`config.mk`:
```
export PLATFORM = sky130hd
export DESIGN_NAME = nibble_serial_adder
export DESIGN_NICKNAME = d
export VERILOG_FILES = /design/src/rtl/nibble_serial_adder.sv
export SDC_FILE = /design/constraint.sdc
export NUM_CORES = 1
export LEC_CHECK = 0
export CORE_MARGIN = 5
export CORE_UTILIZATION = 30
export DETAILED_ROUTE_END_ITERATION = 10
export PLACE_DENSITY_LB_ADDON = 0.05
export RECOVER_POWER = 25
export SYNTH_ARGS = -nofsm -noshare
export SYNTH_HDL_FRONTEND = slang
export SYNTH_SLANG_ARGS = --single-unit
```
`constraint.sdc`:
```
create_clock -name clk -period 5.4 [get_ports clk]
set_input_delay 0.54 -clock clk [delete_from_list [all_inputs] [get_ports clk]]
set_output_delay 0.54 -clock clk [all_outputs]
set_load 0.05 [all_outputs]
```
`src/rtl/nibble_serial_adder.sv`:
```
// nibble_serial_adder: WIDTH-bit add/sub computed nibble-serially on one shared 4-bit ripple slice.
module nibble_serial_adder_fa4 (
  input  logic [3:0] a,
  input  logic [3:0] b,
  input  logic       cin,
  output logic [3:0] s,
  output logic       cout
);
  logic [4:0] c;
  assign c[0] = cin;
  for (genvar i = 0; i < 4; i++) begin : g_fa
    assign s[i]   = a[i] ^ b[i] ^ c[i];
    assign c[i+1] = (a[i] & b[i]) | (c[i] & (a[i] ^ b[i]));
  end
  assign cout = c[4];
endmodule

module nibble_serial_adder #(
  parameter int WIDTH = 16
) (
  input  logic             clk,
  input  logic             rst_n,
  input  logic             in_valid,
  output logic             in_ready,
  input  logic             op_sub,
  input  logic [WIDTH-1:0] a,
  input  logic [WIDTH-1:0] b,
  input  logic             cin,
  output logic             out_valid,
  input  logic             out_ready,
  output logic [WIDTH-1:0] sum,
  output logic             cout,
  output logic             busy
);
  localparam int NIB = WIDTH / 4;
  localparam int IW  = NIB > 1 ? $clog2(NIB) : 1;
  typedef enum logic [1:0] {IDLE, RUN, DONE} state_t;
  state_t           state_q, state_d;
  logic [WIDTH-1:0] a_q, a_d, b_q, b_d, sum_q, sum_d;
  logic             carry_q, carry_d, cout_q, cout_d;
  logic [IW-1:0]    idx_q, idx_d;
  logic [3:0]       a_nib, b_nib, s_nib;
  logic             c_nib, last;
  assign a_nib = a_q[{idx_q, 2'b00} +: 4];
  assign b_nib = b_q[{idx_q, 2'b00} +: 4];
  assign last  = idx_q == IW'(NIB - 1);
  nibble_serial_adder_fa4 u_fa4 (
    .a   (a_nib),
    .b   (b_nib),
    .cin (carry_q),
    .s   (s_nib),
    .cout(c_nib)
  );
  always_comb begin
    state_d = state_q;
    a_d     = a_q;
    b_d     = b_q;
    sum_d   = sum_q;
    carry_d = carry_q;
    cout_d  = cout_q;
    idx_d   = idx_q;
    if (state_q == IDLE && in_valid) begin
      a_d     = a;
      b_d     = op_sub ? ~b : b;
      carry_d = op_sub | cin;
      idx_d   = '0;
      state_d = RUN;
    end else if (state_q == RUN) begin
      sum_d[{idx_q, 2'b00} +: 4] = s_nib;
      carry_d = c_nib;
      idx_d   = idx_q + IW'(1);
      cout_d  = last ? c_nib : cout_q;
      state_d = last ? DONE : RUN;
    end else if (state_q == DONE && out_ready) begin
      state_d = IDLE;
    end
  end
  always_ff @(posedge clk) begin
    if (!rst_n) begin
      state_q <= IDLE;
      a_q     <= '0;
      b_q     <= '0;
      sum_q   <= '0;
      carry_q <= 1'b0;
      cout_q  <= 1'b0;
      idx_q   <= '0;
    end else begin
      state_q <= state_d;
      a_q     <= a_d;
      b_q     <= b_d;
      sum_q   <= sum_d;
      carry_q <= carry_d;
      cout_q  <= cout_d;
      idx_q   <= idx_d;
    end
  end
  assign in_ready  = rst_n && state_q == IDLE;
  assign out_valid = state_q == DONE;
  assign busy      = state_q != IDLE;
  assign sum       = sum_q;
  assign cout      = cout_q;
endmodule

```
==> results of run 1 <==
==> area by class of cell <==
cell class | instances | area [um2] | area share (%)
clock buffers | 7 | 76.3 | 2.38
inverters | 12 | 45.0 | 1.40
multi-input cells | 187 | 1290 | 40.1
flip-flops and latches | 54 | 1080 | 33.7
well taps | 105 | 131 | 4.09
repair buffers | 60 | 589 | 18.4
==> report_power, final <==
group / internal (mW) / total, mW / switching, mW
clock network: 0.0898 / 0.215 / 0.126
logic: 0.0780 / 0.162 / 0.0841
registers: 0.422 / 0.437 / 0.0149
==> per-stage QoR <==
step | hold slack (ps) | instance area (um2)
finish | 455 | 3210
global route | 477 | 3210
floorplan | 432 | 2490
CTS | 459 | 3210
detailed placement | 445 | 3140
global placement | 444 | 3140
==> logic make-up after synthesis <==
family                   count (synthesis)  share of synthesized area [%]
adder cells (fa/ha/maj)                 10                           6.22
XOR/XNOR                                17                           5.97
multiplexers                            11                           8.88
flip-flops                              54                           43.3
buffers and inverters                   32                           5.32
AND/OR/NAND/NOR                         95                           17.2
AO/OA/AOI/OAI                           54                           13.1
==> sequential cells by signal, indices dropped and copies added (netlist names) <==
| name | cells |
|---|---|
| cout | 1 |
| sum | 16 |
| a_q | 16 |
| state_q | 2 |
| carry_q | 1 |
| b_q | 16 |
| idx_q | 2 |
==> worst max-delay path: stages <==
cell             delay [ps]
dlygate4sd3_1           990
inv_1                   130
nor2_1                  120
clkdlybuf4s50_1         800
==> worst min path at each step <==
stage,to,slack [ps],startpoint
2_1_floorplan,a_q[4],430,a_q[4]
6_report,a_q[6],460,a_q[6]
3_5_place_dp,a_q[6],440,a_q[6]
3_3_place_gp,a_q[6],440,a_q[6]
4_1_cts,a_q[6],460,a_q[6]
5_1_grt,sum[12],480,sum[12]
==> layer usage <==
layer	wire (um)	GRT usage, %	vias to the layer above
li1	-	-	1021
met1	2810	16.0	918
met2	2680	19.1	42
met3	266	2.75	6
met4	65	3.37	0
met5	0	0	-
==> placed cells by master, fill, tap and decap left out, drive strengths merged, types with 3 or more instances in the layout <==
cell           instances
nand2b                 3
nand3                  3
nand2                 51
clkdlybuf4s50         55
mux2i                  3
ha                     6
o22ai                 12
dfxtp                 54
clkbuf                 8
a211oi                16
nor2                  21
xnor2                 17
fa                     4
inv                   12
mux4                   8
a21oi                 23
nor2b                  3
and3b                  3
==> flow_metrics.tcl, run 1 <==
set metrics [dict create \
    route.detailed.drc 0 \
    die_x_um 101 \
    ys_ff_latch 54 \
    cts_resized 0 \
    synth_edf_count 0 \
    hold_violations 0 \
    ctsHoldBuffers 0 \
    wl_um 5820 \
    place_congestion 0.766 \
    drtIter0Drc 54 \
    place_inst 418 \
    fillers 849 \
    finalCritPeriodShare_pct 57.9 \
    slew_violations 40 \
    synthTopCellsByArea "dfxtp_1, nand2_1, xnor2_1, a211oi_1, a21oi_1" \
    post_cts_buffers 0 \
    antenna_found_initial 0 \
    grt_usage_pct 11.9 \
    p_leak_nw 1.14 \
    clock_latency_ps 300 \
    drive_gt1_share_pct 4.38 \
    layout.nets 368 \
    crit_type "input pin to primary output" \
    r2r_slack_ps 2480 \
    rows 33 \
    clk_pin_slew_ps 90 \
    syn_area_mm2 0.00249 \
    firstDrtPassIters 4 \
    crit_path_end "in_ready" \
    relSlewSlack_pct -19.0 \
    avgSynthCellArea_um2 9.14 \
    startpoint "rst_n" \
    finalSetupViolCount 0 \
    tightest_slew_ps 1790 \
    n_antenna_cell 0 \
    skew_ps 9.84 \
    arrival_ps 2580 \
    max_freq_mhz 320 \
    fin_tns_setup_ps 0 \
    area_growth_pct 28.6 \
    avgViaCountPerCell 4.68 \
    async_reset_ff_share_pct 0 \
    crit_fanout 19 \
    dp_hpwl_um 4240 \
    synthTopCellsByCount "dfxtp_1, nand2_1, a21oi_1" \
    synth_top_area_cell "dfxtp_1" \
    dr_total_vias 1987 \
    yosysSeqAreaShare_pct 43.3 \
    critical_path.startpoint_type "input pin" \
    coreArea_mm2 0.00818 \
    layout_min_cycle_time_ps 3120 \
    wl_per_cell_um 13.7 \
    ir_drop_uv 90.2 \
    min_path_cells 2 \
    synth_warnings 0 \
    dp_slack_ps 2340 \
    cap_violations 1 \
    rsz0062_at_grt "false" \
    htreeDepth 2 \
    cts.sinks 54 \
    start_util_pct 30.5 \
    die_area_mm2 0.0102 \
    reg2reg_from "idx_q[1]" \
    cts_root_buf "clkbuf_8" \
    cp.required_ps 4860 \
    setup_slack_ps 2280 \
    finalNonFillerCells 425 \
    cts_tree "built" \
    cts_buffers 5 \
    ys.flop_type "dfxtp_1" \
    violations "max-capacitance violations, max-slew violations" \
    utilization_pct 39.3 \
    boundaryPins 58 \
    post-synth-top-count-cell "dfxtp_1" \
    die_y_um 101 \
    grt_max_degree 49 \
    yosysTopAreaCellShare_pct 43.3 \
    grt_remaining_overflow 0 \
    end_kind "primary output" \
    portBuffers 57 \
    syn_nets 321 \
    p_per_area_mw_per_mm2 254 \
    ant_nets 0 \
    finalPower_uw 814 \
    hp-class "flop to flop" \
    r2r-end "sum[15]" \
    grt_pass1_wl_um 9780 \
    ys_types 29 \
    cts_max_path_buffers 2 \
    grt_pass1_vias 2002 \
    reg2regPathDepth 11 \
    outcome "finished with violations" \
    syn_inst 273 \
]
Power figures use the tool's default switching activity.
==> run 2: changes to the inputs <==
Clock period 5.4 ns to 3.12 ns, I/O delays scaled along.
==> flow_metrics.tcl, run 2 (synthesized netlist as in run 1, its figures left out) <==
set metrics [dict create \
    place_inst 420 \
    utilization_pct 39.7 \
    reg2reg_from "idx_q[0]" \
    end_kind "flop" \
    drtIter0Drc 34 \
    tightest_slew_ps 1830 \
    seq_area_mm2 0.00108 \
    finalSetupViolCount 0 \
    cts_tree "built" \
    post_cts_buffers 0 \
    n_antenna_cell 0 \
    top_layer "met4" \
    finalCritPeriodShare_pct 90.9 \
    portBuffers 57 \
    crit_type "flop to flop" \
    finalPower_mw 1.44 \
    htreeDepth 2 \
    cts_max_path_buffers 2 \
    p_clk_share_pct 27.7 \
    grt_usage_pct 11.8 \
    cp_num_buf_inv 3 \
    area_growth_pct 30.1 \
    avgViaCountPerCell 4.64 \
    wl_met1_um 2770 \
    ant_nets 0 \
    p_comb_share_pct 19.7 \
    place_area_mm2 0.00316 \
    dr_total_vias 1984 \
    cap_violations 1 \
    relSlewSlack_pct -21.7 \
    drive_gt1_share_pct 5.57 \
    dp_hpwl_um 4380 \
    die_x_um 101 \
    internal_power_mw 1.05 \
    layout_min_cycle_time_ps 2840 \
    hold_violations 0 \
    wl_per_cell_um 13.8 \
    holdWs_ps 454 \
    crit_path_end "sum[3]" \
    multiInputGateArea_mm2 0.00129 \
    grt_remaining_overflow 0 \
    wl_um 5910 \
    violations "max-capacitance violations, max-slew violations" \
    crit_fanout 15 \
    r2r-end "sum[3]" \
    finalNonFillerCells 428 \
    boundaryPins 58 \
    startpoint "idx_q[0]" \
    r2r_slack_ps 280 \
    ctsHoldBuffers 0 \
    reg2regPathDepth 9 \
    slew_violations 40 \
    grt_pass1_wl_um 9640 \
    cts_buffers 5 \
    outcome "finished with violations" \
    crit_cells 9 \
    hold_path_startpoint "a_q[6]" \
    cp.required_ps 3350 \
    p_leak_nw 1.16 \
    clock_latency_ps 300 \
    clk_pin_slew_ps 90 \
    cpMaxStageDelayCell "mux4_2" \
    p_seq_share_pct 52.6 \
    cts_root_buf "clkbuf_8" \
    final_area_mm2 0.00325 \
    cp_common_cell "fa_1" \
    firstDrtPassIters 4 \
    rows 33 \
    critPathTopFamily "adder cells" \
    critical_path.startpoint_type "flop" \
    skew_ps 5.25 \
    critPathMaxStageDelay_ps 550 \
    rsz0062_at_grt "false" \
    coreArea_mm2 0.00818 \
    path_cells "buf_4 > mux4_2 > fa_1 > inv_1 > fa_1 > inv_1 > fa_1 > nand2_1 > o22ai_1" \
    cts_resized 0 \
    p_per_area_mw_per_mm2 443 \
    arrival_ps 3070 \
    hp-class "flop to flop" \
    cts.sinks 54 \
    switching_power_uw 390 \
    switching_share_pct 27.1 \
    fin_tns_setup_ps 0 \
    start_util_pct 30.5 \
    most-common-layout-cells "clkdlybuf4s50_1, dfxtp_1, nand2_1" \
    max_freq_mhz 352 \
    min_path_cells 2 \
    route.met2.wl_um 2830 \
    grt_max_degree 49 \
    die_y_um 101 \
    die_area_mm2 0.0102 \
    place_congestion 0.724 \
    grt_pass1_vias 1930 \
    route.detailed.drc 0 \
    ir_drop_uv 163 \
    antenna_found_initial 0 \
    layout.nets 370 \
    setup_slack_ps 283 \
    final_common_cell "clkdlybuf4s50_1" \
    dp_slack_ps 323 \
    dr_wl_met3_um 241 \
    fillers 853 \
]
==> run 2: worst min-delay path by stage <==
stage | endpoint | slack (ps)
final | a_q[6] | 450
after global routing | a_q[0] | 470
after CTS | a_q[6] | 460
after detailed placement | a_q[6] | 450
after global placement | a_q[15] | 440
after floorplan | a_q[4] | 430
==> run 2: cell type report <==
class                   instances  area share (%)
inverters                      12            1.39
multi-input cells             187            39.6
flip-flops and latches         54            33.3
well taps                     105            4.05
repair buffers                 62            18.8
clock inverters                 1           0.154
clock buffers                   7            2.66
==> run 2: per-layer routing <==
layer	up-vias	GRT usage, %
li1	1028	-
met1	913	16.0
met2	37	19.0
met3	6	2.48
met4	0	3.37
met5	-	0
==> run 2: worst min-delay path, stage by stage (launching register included) <==
cell and delay (ps):
dfxtp_1 320, nand2_1 50, a21oi_1 50
==> run 2: power groups by stage <==
stage | combinational [mW] | clock (mW) | sequential (mW)
after global placement | 0.289 | 0 | 0.773
after floorplan | 0.175 | 0 | 0.775
after CTS | 0.290 | 0.422 | 0.757
after global routing | 0.315 | 0.441 | 0.762
final | 0.284 | 0.398 | 0.756
after detailed placement | 0.290 | 0 | 0.773
